[config.mk]
export PLATFORM = sky130hd
export DESIGN_NAME = rob
export DESIGN_NICKNAME = d
export VERILOG_FILES = /design/src/rtl/rob_pkg.sv /design/src/rtl/rob.sv
export SDC_FILE = /design/constraint.sdc
export NUM_CORES = 2
export LEC_CHECK = 0
export BUFFER_PORTS_ARGS = -buffer_cell sky130_fd_sc_hd__buf_2
export CORE_MARGIN = 2
export CORE_UTILIZATION = 63
export DETAILED_ROUTE_END_ITERATION = 10
export PLACE_DENSITY = 0.81
export SLEW_MARGIN = 20
export SYNTH_ARGS = -nofsm -noshare
export SYNTH_HDL_FRONTEND = slang
export SYNTH_SLANG_ARGS = --single-unit
[constraint.sdc]
create_clock -name clk -period 4.8 [get_ports clk]
set_input_delay 0.48 -clock clk [delete_from_list [all_inputs] [get_ports clk]]
set_output_delay 0.48 -clock clk [all_outputs]
set_load 0.005 [all_outputs]
[src/rtl/rob_pkg.sv]
// Shared widths and issue-kind encodings for the reorder buffer.
package rob_pkg;

  localparam int ROB_ADDR_LEN = 4;
  localparam int DATA_LEN     = 32;
  localparam int REG_ADDR_LEN = 5;

  localparam logic [1:0] KIND_REG    = 2'b00;
  localparam logic [1:0] KIND_BRANCH = 2'b01;
  localparam logic [1:0] KIND_STORE  = 2'b10;

  // Circular pointer advance; 4-bit arithmetic wraps 15 -> 0 naturally.
  function automatic logic [ROB_ADDR_LEN-1:0] rob_inc(input logic [ROB_ADDR_LEN-1:0] p);
    return p + 1'b1;
  endfunction

endpackage

[src/rtl/rob.sv]
// Reorder buffer: in-order allocate, out-of-order completion via CDB,
// in-order single-entry commit with mispredict flush.
module rob
  import rob_pkg::*;
#(
  parameter int ROB_DEPTH = 16
) (
  input  logic                    clk,
  input  logic                    rst,
  input  logic                    rdy,
  input  logic                    issue_valid,
  input  logic [1:0]              issue_kind,
  input  logic [REG_ADDR_LEN-1:0] issue_rd,
  output logic                    rob_full,
  output logic [ROB_ADDR_LEN-1:0] alloc_rob_num,
  input  logic                    cdb_valid,
  input  logic [ROB_ADDR_LEN-1:0] cdb_rob_num,
  input  logic [DATA_LEN-1:0]     cdb_data,
  input  logic                    cdb_mispred,
  input  logic [ROB_ADDR_LEN-1:0] q1_rob_num,
  input  logic [ROB_ADDR_LEN-1:0] q2_rob_num,
  output logic                    q1_ready,
  output logic                    q2_ready,
  output logic [DATA_LEN-1:0]     q1_data,
  output logic [DATA_LEN-1:0]     q2_data,
  output logic                    has_from_rob,
  output logic [REG_ADDR_LEN-1:0] dest_reg_num,
  output logic [DATA_LEN-1:0]     in_reg_data,
  output logic                    commit_store,
  output logic                    has_misbranch,
  output logic [DATA_LEN-1:0]     redirect_pc
);

  logic [ROB_ADDR_LEN-1:0] head_q, head_d, tail_q, tail_d;
  logic [ROB_ADDR_LEN:0]   count_q, count_d;

  logic                    valid_q   [ROB_DEPTH];
  logic                    valid_d   [ROB_DEPTH];
  logic                    ready_q   [ROB_DEPTH];
  logic                    ready_d   [ROB_DEPTH];
  logic                    mispred_q [ROB_DEPTH];
  logic                    mispred_d [ROB_DEPTH];
  logic [1:0]              kind_q    [ROB_DEPTH];
  logic [1:0]              kind_d    [ROB_DEPTH];
  logic [REG_ADDR_LEN-1:0] rd_q      [ROB_DEPTH];
  logic [REG_ADDR_LEN-1:0] rd_d      [ROB_DEPTH];
  logic [DATA_LEN-1:0]     data_q    [ROB_DEPTH];
  logic [DATA_LEN-1:0]     data_d    [ROB_DEPTH];

  logic                    has_from_rob_q, has_from_rob_d;
  logic [REG_ADDR_LEN-1:0] dest_reg_num_q, dest_reg_num_d;
  logic [DATA_LEN-1:0]     in_reg_data_q, in_reg_data_d;
  logic                    commit_store_q, commit_store_d;
  logic                    has_misbranch_q, has_misbranch_d;
  logic [DATA_LEN-1:0]     redirect_pc_q, redirect_pc_d;

  logic do_issue, do_cdb, do_commit, do_flush;

  assign rob_full      = (count_q == (ROB_ADDR_LEN+1)'(ROB_DEPTH));
  assign alloc_rob_num = tail_q;

  assign has_from_rob  = has_from_rob_q;
  assign dest_reg_num  = dest_reg_num_q;
  assign in_reg_data   = in_reg_data_q;
  assign commit_store  = commit_store_q;
  assign has_misbranch = has_misbranch_q;
  assign redirect_pc   = redirect_pc_q;

  // Operand lookup with same-cycle CDB bypass; forced to 0 while reset is held
  // so a live CDB cannot leak through during reset.
  always_comb begin
    q1_ready = 1'b0;
    q1_data  = '0;
    q2_ready = 1'b0;
    q2_data  = '0;
    if (rst) begin
      if (cdb_valid && (cdb_rob_num == q1_rob_num)) begin
        q1_ready = 1'b1;
        q1_data  = cdb_data;
      end else begin
        q1_ready = valid_q[q1_rob_num] && ready_q[q1_rob_num];
        q1_data  = data_q[q1_rob_num];
      end
      if (cdb_valid && (cdb_rob_num == q2_rob_num)) begin
        q2_ready = 1'b1;
        q2_data  = cdb_data;
      end else begin
        q2_ready = valid_q[q2_rob_num] && ready_q[q2_rob_num];
        q2_data  = data_q[q2_rob_num];
      end
    end
  end

  // Next-state: allocate at tail, complete from CDB, retire head, flush on mispredict.
  always_comb begin
    head_d          = head_q;
    tail_d          = tail_q;
    count_d         = count_q;
    valid_d         = valid_q;
    ready_d         = ready_q;
    mispred_d       = mispred_q;
    kind_d          = kind_q;
    rd_d            = rd_q;
    data_d          = data_q;
    has_from_rob_d  = 1'b0;
    commit_store_d  = 1'b0;
    has_misbranch_d = 1'b0;
    dest_reg_num_d  = dest_reg_num_q;
    in_reg_data_d   = in_reg_data_q;
    redirect_pc_d   = redirect_pc_q;

    do_issue  = rdy && issue_valid && !rob_full;
    do_cdb    = rdy && cdb_valid && valid_q[cdb_rob_num];
    do_commit = rdy && (count_q != '0) && ready_q[head_q];
    do_flush  = do_commit && (kind_q[head_q] == KIND_BRANCH) && mispred_q[head_q];

    if (do_cdb) begin
      ready_d[cdb_rob_num]   = 1'b1;
      data_d[cdb_rob_num]    = cdb_data;
      mispred_d[cdb_rob_num] = cdb_mispred;
    end

    if (do_issue) begin
      valid_d[tail_q]   = 1'b1;
      ready_d[tail_q]   = 1'b0;
      mispred_d[tail_q] = 1'b0;
      kind_d[tail_q]    = issue_kind;
      rd_d[tail_q]      = issue_rd;
      tail_d            = rob_inc(tail_q);
    end

    if (do_commit) begin
      valid_d[head_q] = 1'b0;
      head_d          = rob_inc(head_q);
      case (kind_q[head_q])
        KIND_REG: begin
          if (rd_q[head_q] != '0) begin
            has_from_rob_d = 1'b1;
            dest_reg_num_d = rd_q[head_q];
            in_reg_data_d  = data_q[head_q];
          end
        end
        KIND_STORE: commit_store_d = 1'b1;
        default: ;
      endcase
    end

    count_d = count_q + {{ROB_ADDR_LEN{1'b0}}, do_issue}
                      - {{ROB_ADDR_LEN{1'b0}}, do_commit};

    // Mispredict wipes everything younger, including anything issued this cycle.
    if (do_flush) begin
      has_misbranch_d = 1'b1;
      redirect_pc_d   = data_q[head_q];
      head_d          = '0;
      tail_d          = '0;
      count_d         = '0;
      for (int i = 0; i < ROB_DEPTH; i++) begin
        valid_d[i] = 1'b0;
        ready_d[i] = 1'b0;
      end
    end
  end

  // State registers; rdy low holds entries and pointers, commit pulses drop to 0.
  always_ff @(posedge clk or negedge rst) begin
    if (!rst) begin
      head_q          <= '0;
      tail_q          <= '0;
      count_q         <= '0;
      has_from_rob_q  <= 1'b0;
      dest_reg_num_q  <= '0;
      in_reg_data_q   <= '0;
      commit_store_q  <= 1'b0;
      has_misbranch_q <= 1'b0;
      redirect_pc_q   <= '0;
      for (int i = 0; i < ROB_DEPTH; i++) begin
        valid_q[i]   <= 1'b0;
        ready_q[i]   <= 1'b0;
        mispred_q[i] <= 1'b0;
        kind_q[i]    <= '0;
        rd_q[i]      <= '0;
        data_q[i]    <= '0;
      end
    end else begin
      head_q          <= head_d;
      tail_q          <= tail_d;
      count_q         <= count_d;
      has_from_rob_q  <= has_from_rob_d;
      dest_reg_num_q  <= dest_reg_num_d;
      in_reg_data_q   <= in_reg_data_d;
      commit_store_q  <= commit_store_d;
      has_misbranch_q <= has_misbranch_d;
      redirect_pc_q   <= redirect_pc_d;
      valid_q         <= valid_d;
      ready_q         <= ready_d;
      mispred_q       <= mispred_d;
      kind_q          <= kind_d;
      rd_q            <= rd_d;
      data_q          <= data_d;
    end
  end

endmodule

# Word-level counts from Yosys, hierarchy flattened
# Cells that the tools add are included.
# word_totals
reg_bits	757
in_bits	57
out_inout_bits	143
wordCells	235
# classes
n_addsub	4
order_cmp	8
eq_ne	5
n_mux	79
bitwise	12
reduce_logical	22
# op_table
cell	n
$bwmux 512	1
$bmux 32 s4	3
$mux 32	11
$demux 32 s4	1
$mux 16	8
$bwmux 80	1
$and 16x16->16	3
$bwmux 32	1
$not 16->16	2
$or 16x16->16	2
$bmux 1 s4	7
$mux 1	27
$ge 5x5->1 const B	5
$not 4->5	5
$bmux 5 s4	1
$demux 5 s4	1
$mux 5	4
$bwmux 16	1
$mux 4	4
$logic_and 1x1->1	15
$lt 5x1->1 const B	3
$demux 1 s4	3
$reduce_bool 5->1	2
$add 4x1->4 const B	2
other kinds (13)	17

# Logic depth before layout (Yosys ltp)
# logic_depth
word_depth	10
mapped_depth	19
mapped_depth_nobuf	17

# Worst setup path after synthesis
# Ideal clock, no wire load.
# synth_timing
kind	register to register
from	register head_q[0]
to	register count_q[4]
setup_time_ns	0.119
arrival_ns	3.325
t_required_ns	4.681
path_slack_ns	1.356
path_stages_with_launch	18
n_path_buf	2
period_less_slack_ns	3.444
path_cell_list	dfrtp_1 buf_4 and2_1 a22o_1 or4b_1 nand2_1 clkbuf_1 ha_1 inv_1 ha_1 inv_1 fa_1 inv_1 a21oi_1 nor2_1 nor2_1 xnor2_1 nor2_1
# synth_via
elab_chain_len	8
word_cells_on_any_way	16
classes_between	add/sub (1); eq/ne (1); mux (10); bitwise (1); reduce/logical (3)
# synth_rtl
element	line_no	text
from (decl)	rob.sv:34	logic [ROB_ADDR_LEN-1:0] head_q, head_d, tail_q, tail_d;
from (signal assigned)	rob.sv:168	head_q <= '0;
from (signal assigned)	rob.sv:186	head_q <= head_d;
$not 4->5 (not written as such) (*)	rob.sv:114, rob.sv:115	
parallel branches: the longest is 6 deep, another holds $sub 5x1->5	-	
$mux 5 (*)	rob.sv:152	if (do_flush) begin
net count_d[4]	rob.sv:35	logic [ROB_ADDR_LEN:0] count_q, count_d;
to (signal assigned)	rob.sv:188	count_q <= count_d;
to (decl)	rob.sv:35	
# Mark *: on every way through the listed nets, which the timed path passes. The select of a mux whose other input is x is not followed.
# A chain may end at the register's enable or synchronous reset.

# Worst setup path after layout
# layout_timing
from	input q1_rob_num[1]
to	output q1_data[31]
# layout_via
elab_chain_len	6
word_cells_on_any_way	8
classes_between	eq/ne (1); mux (5); bitwise (1); reduce/logical (1)
# layout_rtl
element	line_no	text
from (decl)	rob.sv:20	input logic [ROB_ADDR_LEN-1:0] q1_rob_num,
$not 4->5 (not written as such)	rob.sv:82	q1_data = data_q[q1_rob_num];
$bmux 32 s4	rob.sv:82	
$mux 32 (not written as such) (2 in series)	rob.sv:82	
$mux 32 (*)	rob.sv:77	if (cdb_valid && (cdb_rob_num == q1_rob_num)) begin
$mux 32 (*)	rob.sv:76	if (rst) begin
to (decl)	rob.sv:24	output logic [DATA_LEN-1:0] q1_data,
# Every way passes the cells marked *; elsewhere a longest branch is shown, timed or not. The select of a mux whose other input is x is not followed.

==> flow_summary.toml <==
[status]
outcome = "complete, no violations"

[placement]
gp_congestion = 0.973
io_buffers = 199
dp_cells = 3636
placed_cell_area_um2 = 44600
dpl.hpwl_mm = 72.3

[sta]
period_share = 0.780
report.final.slew_viol_count = 0
slew_headroom = 0.280
whs_ns = 0.192
fin_tns_setup_ns = 0
setup_violations = 0
worstMarginPinSlew_ns = 1.07
fin_skew_ns = 0.0310
hold_violations = 0
fmax_ghz = 0.267
period_minus_slack_ns = 3.74
rsz0062_at_grt = "false"

[routing]
firstDrtPassIters = 6
routed_wirelength_mm = 120
drt-initial-drc-count = 3429
drt-met1-wl_mm = 43.9
viasPerCell = 7.32
ant_nets = 0
num_vias = 27600
met3_length_mm = 12.6
highest_layer = "met5"
wl_per_cell_um = 31.7
drc = 0
wl_met2_mm = 57.9

[power]
p_leak_nw = 21.5
p_sw_frac = 0.318
power_frac_seq = 0.408
p_per_area_nw_per_um2 = 477
power_w = 0.0225
irDropWorstVdd_v = 0.000402
internal_power_w = 0.0153
combPwrFrac = 0.317
p_clk_frac = 0.275
power.net_switching_w = 0.00715

[global_route]
grt_overflow = 0
grtUsageTotal = 0.355
grt_pass1_vias = 29700
grt_max_degree = 138
grt_pass1_wl_mm = 185
antenna_found_initial = 8

[critical_path]
crit_required_ns = 4.32
critPathCaptureType = "output port"
path_delay_family = "buffers and inverters"
crit_path_start_kind = "input port"
crit_type = "input port to output port"
cp_slowest_cell = "buf_4"
cp.arrival_ns = 3.26
critical_path_buf_inv_count = 3
slowest_delay_ns = 0.80
path_cells = "buf_6, buf_4, mux4_2, mux4_2, nand2_1, a21boi_0, buf_2"
crit_fanout = 52
cpMostUsedCell = "mux4_2"

[cts]
cts_sinks = 757
root_buffer = "clkbuf_16"
path_clk_slew_ns = 0.06
hold_buffers = 1
cts_tree = "built"
cts_made_buffers = 80
clk_latency_ns = 0.64
post_cts_buffers = 0
cts_resized = 0
h-tree-depth = 3
clk_path_buf_depth = 3

[synthesis]
yosys_register_bits = 757
yosys_warnings = 0
synthFlopType = "dfrtp_1"
synth_common_cells = "757 x dfrtp_1, 639 x mux2_2, 529 x mux4_2, 191 x nand2_1, 176 x clkbuf_1"
syn_inst = 2779
synth_edf_count = 0
synth-seq-area-share = 0.443
synthTopCellsByArea = "dfrtp_1 44%, mux4_2 28%, mux2_2 17%"
synth_area_leader_cell = "dfrtp_1"
synth_top_area_frac = 0.443
avgSynthCellArea_um2 = 15.4
async_flop_share = 1.00
synth.distinct_cells = 50
syn-cell-area_um2 = 42800
synth.most_common_cell = "dfrtp_1"
synth_fp_nets = 2851

[floorplan]
die-area_um2 = 70000
ioPinCount = 200
rows = 95
initial_core_util = 0.637
core_area_um2 = 67200
die_w_um = 265
die_h_um = 265

[final_layout]
final_cell_count_no_fill = 3777
fill_cells = 4246
finalNetCount = 2918
syn_to_final_growth_pct = 10.3
fin_area_um2 = 47200
drive_above_1_share = 0.554

[hold_path]
hold_class = "input port to register"

[job]
max_cap_viol_count = 0
==> tightest hold or removal path, delay by kind of cell <==
kind / cells / cell delay (ns)
buffers and inverters: 1 / 0.18
AND/OR/NAND/NOR: 2 / 0.13
==> metal layers <==
| metal | vias up | global-route usage |
|---|---|---|
| met5 | - | 0 |
| met4 | 10 | 0.160 |
| met1 | 14700 | 0.478 |
| met2 | 1612 | 0.556 |
| met3 | 369 | 0.0888 |
| li1 | 11000 | - |
==> power groups by stage <==
stage | clock, W | sequential [W] | combinational [W]
floorplan | 0 | 0.00865 | 0.00547
global placement | 0 | 0.00906 | 0.00687
detailed placement | 0 | 0.00924 | 0.00706
CTS | 0.00624 | 0.00915 | 0.00711
global route | 0.00652 | 0.00937 | 0.00755
finish | 0.00618 | 0.00919 | 0.00713
==> cell type report <==
cell class                 instances  area (um^2)  area share
multi-input combinational       1706        22600       0.480
sequential                       757        19000       0.402
clock buffer                     125         2460      0.0521
timing repair buffer             284         1850      0.0392
tap                              873         1090      0.0232
clock inverter                    13          130     0.00276
inverter                          17         65.1     0.00138
antenna                            2         5.00    0.000106
==> flip-flops by register name, indices dropped and copies added (netlist names) <==
name           count
in_reg_data       32
rd_q              80
head_q             4
alloc_rob_num      4
kind_q            32
ready_q           16
commit_store       1
data_q           512
count_q            5
mispred_q         16
redirect_pc       32
dest_reg_num       5
valid_q           16
has_from_rob       1
has_misbranch      1
==> stage by stage <==
stage               setup slack [ns]  utilization
finish                          1.06        0.702
global route                   0.892        0.702
CTS                             1.11        0.702
detailed placement              1.16        0.664
global placement                1.23        0.664
floorplan                       1.36            -
==> worst paths after layout <==
check	end	from	depth (start not counted)	slack, ns
min in group asynchronous	data_q[112]$_DFFE_PN0P_	rst	2	0.49
hold reg to reg	redirect_pc[25]$_DFFE_PN0P_	redirect_pc[25]$_DFFE_PN0P_	1	0.48
setup / recovery	q1_data[31]	q1_rob_num[1]	7	1.06
hold / removal	rd_q[63]$_DFFE_PN0P_	issue_rd[3]	3	0.19
max in group asynchronous	rd_q[47]$_DFFE_PN0P_	rst	3	2.89
setup reg to reg	redirect_pc[12]$_DFFE_PN0P_	head_q[3]$_DFFE_PN0P_	10	1.08
==> cell families after synthesis <==
kind of cell / after synthesis / share of synthesized area
flip-flops: 757 / 0.443
AO/OA/AOI/OAI: 134 / 0.0237
multiplexers: 1232 / 0.464
buffers and inverters: 316 / 0.0297
adder cells (fa/ha/maj): 15 / 0.00456
AND/OR/NAND/NOR: 308 / 0.0312
XOR/XNOR: 17 / 0.00348
==> cell usage in the layout, fill, tap and decap left out, types with 5 or more instances in the layout <==
| cell | netlist | final |
|---|---|---|
| a21boi_0 | 67 | 67 |
| a21oi_1 | 10 | 10 |
| a22o_1 | 10 | 10 |
| a311oi_1 | 16 | 16 |
| a31oi_1 | 12 | 12 |
| and3_1 | 13 | 11 |
| buf_12 | 0 | 13 |
| buf_2 | 20 | 192 |
| buf_4 | 6 | 72 |
| clkbuf_1 | 176 | 21 |
| clkbuf_16 | 0 | 84 |
| clkbuf_8 | 0 | 22 |
| clkinv_2 | 0 | 10 |
| dfrtp_1 | 757 | 753 |
| ha_1 | 14 | 14 |
| inv_1 | 16 | 16 |
| mux2_1 | 30 | 30 |
| mux2_2 | 639 | 639 |
| mux2_4 | 14 | 14 |
| mux2i_1 | 20 | 20 |
| mux4_2 | 529 | 529 |
| nand2_1 | 191 | 182 |
| nand2_2 | 0 | 8 |
| nand2b_1 | 5 | 5 |
| nand3_1 | 14 | 8 |
| nand3_2 | 0 | 6 |
| nor2_1 | 45 | 44 |
| nor2b_1 | 10 | 10 |
| nor3_1 | 13 | 13 |
| o2bb2ai_1 | 5 | 5 |
| xnor2_1 | 7 | 7 |
| xor2_1 | 10 | 10 |
(Power assumes the default switching activity.)
